==> src/rtl/xs_video_pkg.sv <==
// Shared timing constants and helpers for the master video timing stage.
package xs_video_pkg;

  localparam int CNT_W        = 9;
  localparam int DEF_CLK_DIV  = 8;
  localparam int DEF_H_TOTAL  = 384;
  localparam int DEF_H_VIS    = 256;
  localparam int DEF_HS_START = 304;
  localparam int DEF_HS_END   = 336;
  localparam int DEF_V_TOTAL  = 264;
  localparam int DEF_V_VIS    = 240;
  localparam int DEF_VS_START = 248;
  localparam int DEF_VS_END   = 252;

  function automatic int half_div(input int clk_div);
    return clk_div / 2;
  endfunction

endpackage

==> src/rtl/xs_video_timing_sync_pix_cen.sv <==
// Master-clock divider producing a square pixel enable, its rising-edge strobe
// and the internal tick that advances the raster counters.
module xs_pix_cen_gen
  import xs_video_pkg::*;
#(
  parameter int CLK_DIV = DEF_CLK_DIV
) (
  input  logic i_clk,
  input  logic i_rst,
  input  logic i_hold,
  output logic o_tick,
  output logic o_pix_cen,
  output logic o_pix_stb
);

  localparam int DIV_W = (CLK_DIV > 2) ? $clog2(CLK_DIV) : 1;
  localparam int HALF  = half_div(CLK_DIV);
  localparam logic [DIV_W-1:0] DIV_LAST = DIV_W'(CLK_DIV - 1);
  localparam logic [DIV_W-1:0] DIV_HALF = DIV_W'(HALF);

  logic [DIV_W-1:0] r_div;
  logic [DIV_W-1:0] w_div_next;
  logic             r_pix_cen;
  logic             r_pix_stb;
  logic             w_tick;

  assign w_tick     = (r_div == DIV_LAST) && !i_hold;
  assign w_div_next = (r_div == DIV_LAST) ? '0 : r_div + 1'b1;

  always_ff @(posedge i_clk) begin
    if (i_rst) begin
      r_div     <= DIV_LAST;
      r_pix_cen <= 1'b0;
      r_pix_stb <= 1'b0;
    end else if (i_hold) begin
      // Freeze the phase so release resumes exactly where it stopped.
      r_pix_stb <= 1'b0;
    end else begin
      r_div     <= w_div_next;
      r_pix_cen <= (w_div_next < DIV_HALF);
      r_pix_stb <= w_tick;
    end
  end

  assign o_tick    = w_tick;
  assign o_pix_cen = r_pix_cen;
  assign o_pix_stb = r_pix_stb;

endmodule

==> src/rtl/xs_video_timing_sync.sv <==
// Raster timing: H/V counters advanced by the pixel tick, with blank/sync
// decodes and line/frame strobes registered in step with the counters.
module xs_video_timing_sync
  import xs_video_pkg::*;
#(
  parameter int CLK_DIV  = DEF_CLK_DIV,
  parameter int H_TOTAL  = DEF_H_TOTAL,
  parameter int H_VIS    = DEF_H_VIS,
  parameter int HS_START = DEF_HS_START,
  parameter int HS_END   = DEF_HS_END,
  parameter int V_TOTAL  = DEF_V_TOTAL,
  parameter int V_VIS    = DEF_V_VIS,
  parameter int VS_START = DEF_VS_START,
  parameter int VS_END   = DEF_VS_END
) (
  input  logic             i_clk,
  input  logic             i_rst,
  input  logic             i_hold,
  output logic             o_pix_cen,
  output logic             o_pix_stb,
  output logic [CNT_W-1:0] o_h,
  output logic [CNT_W-1:0] o_v,
  output logic             o_hblank,
  output logic             o_vblank,
  output logic             o_hsync_n,
  output logic             o_vsync_n,
  output logic             o_line_stb,
  output logic             o_frame_stb
);

  localparam bit PARAMS_OK = (CLK_DIV >= 2) && (CLK_DIV % 2 == 0) &&
                             (H_TOTAL >= 1) && (H_TOTAL <= 512) &&
                             (V_TOTAL >= 1) && (V_TOTAL <= 512) &&
                             (H_VIS <= H_TOTAL) && (V_VIS <= V_TOTAL) &&
                             (HS_START < HS_END) && (VS_START < VS_END);
  localparam logic [CNT_W-1:0] H_LAST = CNT_W'(H_TOTAL - 1);
  localparam logic [CNT_W-1:0] V_LAST = CNT_W'(V_TOTAL - 1);

  logic             w_tick;
  logic [CNT_W-1:0] r_h, r_v;
  logic [CNT_W-1:0] w_h_next, w_v_next;
  logic [CNT_W:0]   w_h_ext, w_v_ext;
  logic             r_hblank, r_vblank, r_hsync_n, r_vsync_n;
  logic             r_line_stb, r_frame_stb;

  xs_pix_cen_gen #(
    .CLK_DIV (CLK_DIV)
  ) u_pix_cen (
    .i_clk     (i_clk),
    .i_rst     (i_rst),
    .i_hold    (i_hold),
    .o_tick    (w_tick),
    .o_pix_cen (o_pix_cen),
    .o_pix_stb (o_pix_stb)
  );

  always_comb begin
    w_h_next = r_h;
    w_v_next = r_v;
    if (w_tick) begin
      if (r_h == H_LAST) begin
        w_h_next = '0;
        w_v_next = (r_v == V_LAST) ? '0 : r_v + 1'b1;
      end else begin
        w_h_next = r_h + 1'b1;
      end
    end
  end

  // One extra bit so a boundary of 512 still compares correctly.
  assign w_h_ext = {1'b0, w_h_next};
  assign w_v_ext = {1'b0, w_v_next};

  always_ff @(posedge i_clk) begin
    if (i_rst) begin
      r_h         <= H_LAST;
      r_v         <= V_LAST;
      r_hblank    <= 1'b1;
      r_vblank    <= 1'b1;
      r_hsync_n   <= 1'b1;
      r_vsync_n   <= 1'b1;
      r_line_stb  <= 1'b0;
      r_frame_stb <= 1'b0;
    end else if (i_hold) begin
      r_line_stb  <= 1'b0;
      r_frame_stb <= 1'b0;
    end else begin
      r_h         <= w_h_next;
      r_v         <= w_v_next;
      r_hblank    <= (w_h_ext >= (CNT_W+1)'(H_VIS));
      r_vblank    <= (w_v_ext >= (CNT_W+1)'(V_VIS));
      r_hsync_n   <= !((w_h_ext >= (CNT_W+1)'(HS_START)) && (w_h_ext < (CNT_W+1)'(HS_END)));
      r_vsync_n   <= !((w_v_ext >= (CNT_W+1)'(VS_START)) && (w_v_ext < (CNT_W+1)'(VS_END)));
      r_line_stb  <= w_tick && (w_h_next == '0);
      r_frame_stb <= w_tick && (w_h_next == '0) && (w_v_next == '0);
    end
  end

  always_ff @(posedge i_clk) begin
    assert (PARAMS_OK)
      else $error("xs_video_timing_sync: illegal timing parameters");
  end

  assign o_h         = r_h;
  assign o_v         = r_v;
  assign o_hblank    = r_hblank;
  assign o_vblank    = r_vblank;
  assign o_hsync_n   = r_hsync_n;
  assign o_vsync_n   = r_vsync_n;
  assign o_line_stb  = r_line_stb;
  assign o_frame_stb = r_frame_stb;

endmodule

==> config.mk <==
export PLATFORM = sky130hd
export DESIGN_NAME = xs_video_timing_sync
export DESIGN_NICKNAME = d
export VERILOG_FILES = /design/src/rtl/xs_video_pkg.sv /design/src/rtl/xs_video_timing_sync_pix_cen.sv /design/src/rtl/xs_video_timing_sync.sv
export SDC_FILE = /design/constraint.sdc
export NUM_CORES = 1
export LEC_CHECK = 0
export BUFFER_PORTS_ARGS = -buffer_cell sky130_fd_sc_hd__buf_4
export CORE_MARGIN = 2
export CORE_UTILIZATION = 25
export DETAILED_ROUTE_END_ITERATION = 10
export PLACE_DENSITY = 0.47
export SLEW_MARGIN = 15
export SYNTH_ARGS = -nofsm -noshare
export SYNTH_HDL_FRONTEND = slang
export SYNTH_SLANG_ARGS = --single-unit
==> constraint.sdc <==
create_clock -name i_clk -period 5.8 [get_ports i_clk]
set_clock_uncertainty 0.2 [all_clocks]
set_input_delay 0.58 -clock i_clk [delete_from_list [all_inputs] [get_ports i_clk]]
set_output_delay 0.58 -clock i_clk [all_outputs]
set_load 0.01 [all_outputs]
==> flow_metrics.tcl <==
set metrics [dict create \
    run_status "complete, no violations" \
    grt_pass1_vias 1367 \
    max_slew_margin_pct 63.0 \
    period_share_pct 51.1 \
    die_x_microns 84.7 \
    r2r_setup_slack_ps 2840 \
    synth_area_sq_mm 0.00163 \
    hold_start "o_vblank" \
    yosysSeqAreaShare_pct 34.4 \
    syn-num-nets 203 \
    drv_cap 0 \
    crit_path_start_kind "register" \
    period_minus_slack_ps 2960 \
    wl_per_cell_microns 13.4 \
    ant_nets 0 \
    finalSetupViolCount 0 \
    clk_pin_slew_ps 100 \
    power_density_mw_per_mm2 278 \
    grt_pass1_wl_microns 6760 \
    grt_max_degree 27 \
    cts_resized 0 \
    path_class "register to register" \
    rr_startpoint "u_pix_cen.r_div[0]" \
    hold_path.class "register to register" \
    drive_gt1_share_pct 18.2 \
    critPathBufInv 0 \
    gp_congestion 0.823 \
    post-cts-setup-buffers 0 \
    fin_tns_setup_ps 0 \
    path_max_fanout 14 \
    hold_viol_final 0 \
    cts_hold_buf 0 \
    final_cell_mix "28 x buf_4, 28 x dfxtp_1, 22 x nor2_1" \
    cp_cell_sequence "ha_1 > ha_1 > and4b_1 > nand3_1 > or4_1 > o211ai_1 > and4bb_2 > a31oi_1" \
    syn_inst 196 \
    drt_iter0_markers 108 \
    swShare_pct 35.0 \
    slew_viol_final 0 \
    final_area_sq_mm 0.00191 \
    power.share.clock_pct 23.2 \
    hpwlAfterDp_microns 2800 \
    yosysWarnings 0 \
    grt_usage_pct 11.3 \
    ios 29 \
    max_freq_mhz 338 \
    cts_tree "done" \
    synth-edff-count 0 \
    required_ps 5760 \
    viasPerCell 5.02 \
    die_area_sq_mm 0.00717 \
    slowest_delay_ps 620 \
    core_sq_mm 0.00631 \
    fill_cells 693 \
    ir_drop_v 0.0000853 \
    nets 222 \
    tightest_slew_ps 552 \
    synthDistinctLibCells 50 \
    clock_path_buffers 2 \
    io_buffers 28 \
    syn2layout_area_growth_pct 17.4 \
    p_comb_share_pct 31.7 \
    p_leak_nw 0.739 \
    crit_family "simple AND/OR/NAND/NOR gates" \
    initial_utilization_pct 25.8 \
    async_flop_share_pct 0 \
    diodes 0 \
    rsz0062_at_grt "false" \
    critPathArrivalTime_ps 2920 \
    gr-total-overflow 0 \
    drt_pass1_iterations 4 \
    drcViolationCount 0 \
    syn_avg_cell_area_sq_um 8.31 \
    setup_ws_ps 2840 \
    p_sw_mw 0.186 \
    ys.flop_type "dfxtp_1" \
    critPathCaptureType "register" \
    root_buffer "clkbuf_8" \
    internal_power_mw 0.345 \
    cts_sinks 28 \
    crit_top_cell "ha_1" \
    wl_microns 3890 \
    synth_seq_cells 28 \
    antenna_found_initial 0 \
    setup.worst_path.start "u_pix_cen.r_div[0]" \
    vias 1460 \
    die_h_microns 84.7 \
    htree_levels 1 \
    pre_cts_slack_ps 2790 \
    num_rows 29 \
    p_seq_share_pct 45.1 \
    dpl_cell_area_sq_mm 0.00186 \
    insertion_delay_ps 270 \
    cts_made_buffers 3 \
    critPathSlowestCell "or4_1" \
]
-- power groups by stage --
stage          Clock (mW)  Combinational [mW]  Sequential (mW)
4_1_cts             0.130               0.170            0.240
5_1_grt             0.138               0.189            0.244
3_5_place_dp            0               0.170            0.244
3_3_place_gp            0               0.172            0.246
6_report            0.123               0.169            0.240
2_1_floorplan           0               0.125            0.237
-- cell type report --
type	instances	area, sq um	area share (%)
multi-input combinational	152	982	51.4
sequential	28	561	29.3
timing repair buffer	28	210	11.0
tap	77	96.3	5.04
clock buffer	4	55.1	2.88
inverter	2	7.51	0.393
-- registers in the layout (all words and copies together) (netlist names) --
name and flops:
o_h 9, o_hsync_n 1, o_frame_stb 1, o_vsync_n 1
o_vblank 1, o_v 9, u_pix_cen.r_div 3, u_pix_cen.o_pix_stb 1
o_line_stb 1, u_pix_cen.o_pix_cen 1
-- worst reg2reg max path: stages, from the launching register on --
cell and delay [ps]:
dfxtp_1 370, ha_1 160, ha_1 240, and4b_1 410
nand3_1 420, or4_1 620, o211ai_1 90, and4bb_2 260
a31oi_1 80
-- cell families (layout without fill, tap and decap cells) --
family | after synthesis | after routing | share of synthesized area (%)
flip-flops | 28 | 28 | 34.4
buffers and inverters | 16 | 34 | 5.23
AO/OA/AOI/OAI | 54 | 54 | 21.3
AND/OR/NAND/NOR | 85 | 85 | 31.0
XOR/XNOR | 7 | 7 | 3.77
multiplexers | 2 | 2 | 1.23
adder cells (fa/ha/maj) | 4 | 4 | 3.07
-- per-layer routing --
layer	vias up	track usage (%)	wire length (microns)
met3	2	2.36	163
li1	765	-	-
met2	28	17.8	1760
met5	-	0	0
met4	0	3.03	38
met1	665	15.7	1920
-- cells in the mapped netlist, types with 4 or more instances --
cell      number  area share, %
a21oi_1       18            5.5
and3_1         5            1.9
buf_2          5            1.5
clkbuf_1       5            1.2
dfxtp_1       28             34
ha_1           4            3.1
nand2_1       10            2.3
nand2b_1       7            2.7
nand3_1        5            1.5
nand4_1        5            1.9
nor2_1        22            5.1
nor3_1         6            1.8
o211ai_1       4            1.8
o21ai_0        7            2.2
o21bai_1       6            2.8
o31ai_1        5            2.3
xor2_1         5            2.7
-- path summary, 6_finish.rpt --
| kind | endpoint | depth (start not counted) |
|---|---|---|
| worst max register to register | o_vsync_n | 8 |
| worst max-delay path | o_vsync_n | 8 |
| worst min-delay path | o_vblank | 1 |
| worst min register to register | o_vblank | 1 |
-- per-stage QoR --
step	hold slack (ps)	util (%)	total power [mW]	cells
finish	290	30.3	0.531	291
detailed placement	265	29.4	0.414	287
CTS	290	30.3	0.541	291
global placement	270	29.4	0.417	287
floorplan	247	-	0.362	196
global route	303	30.3	0.571	291
Note: power is estimated with default switching activity, not from simulation.
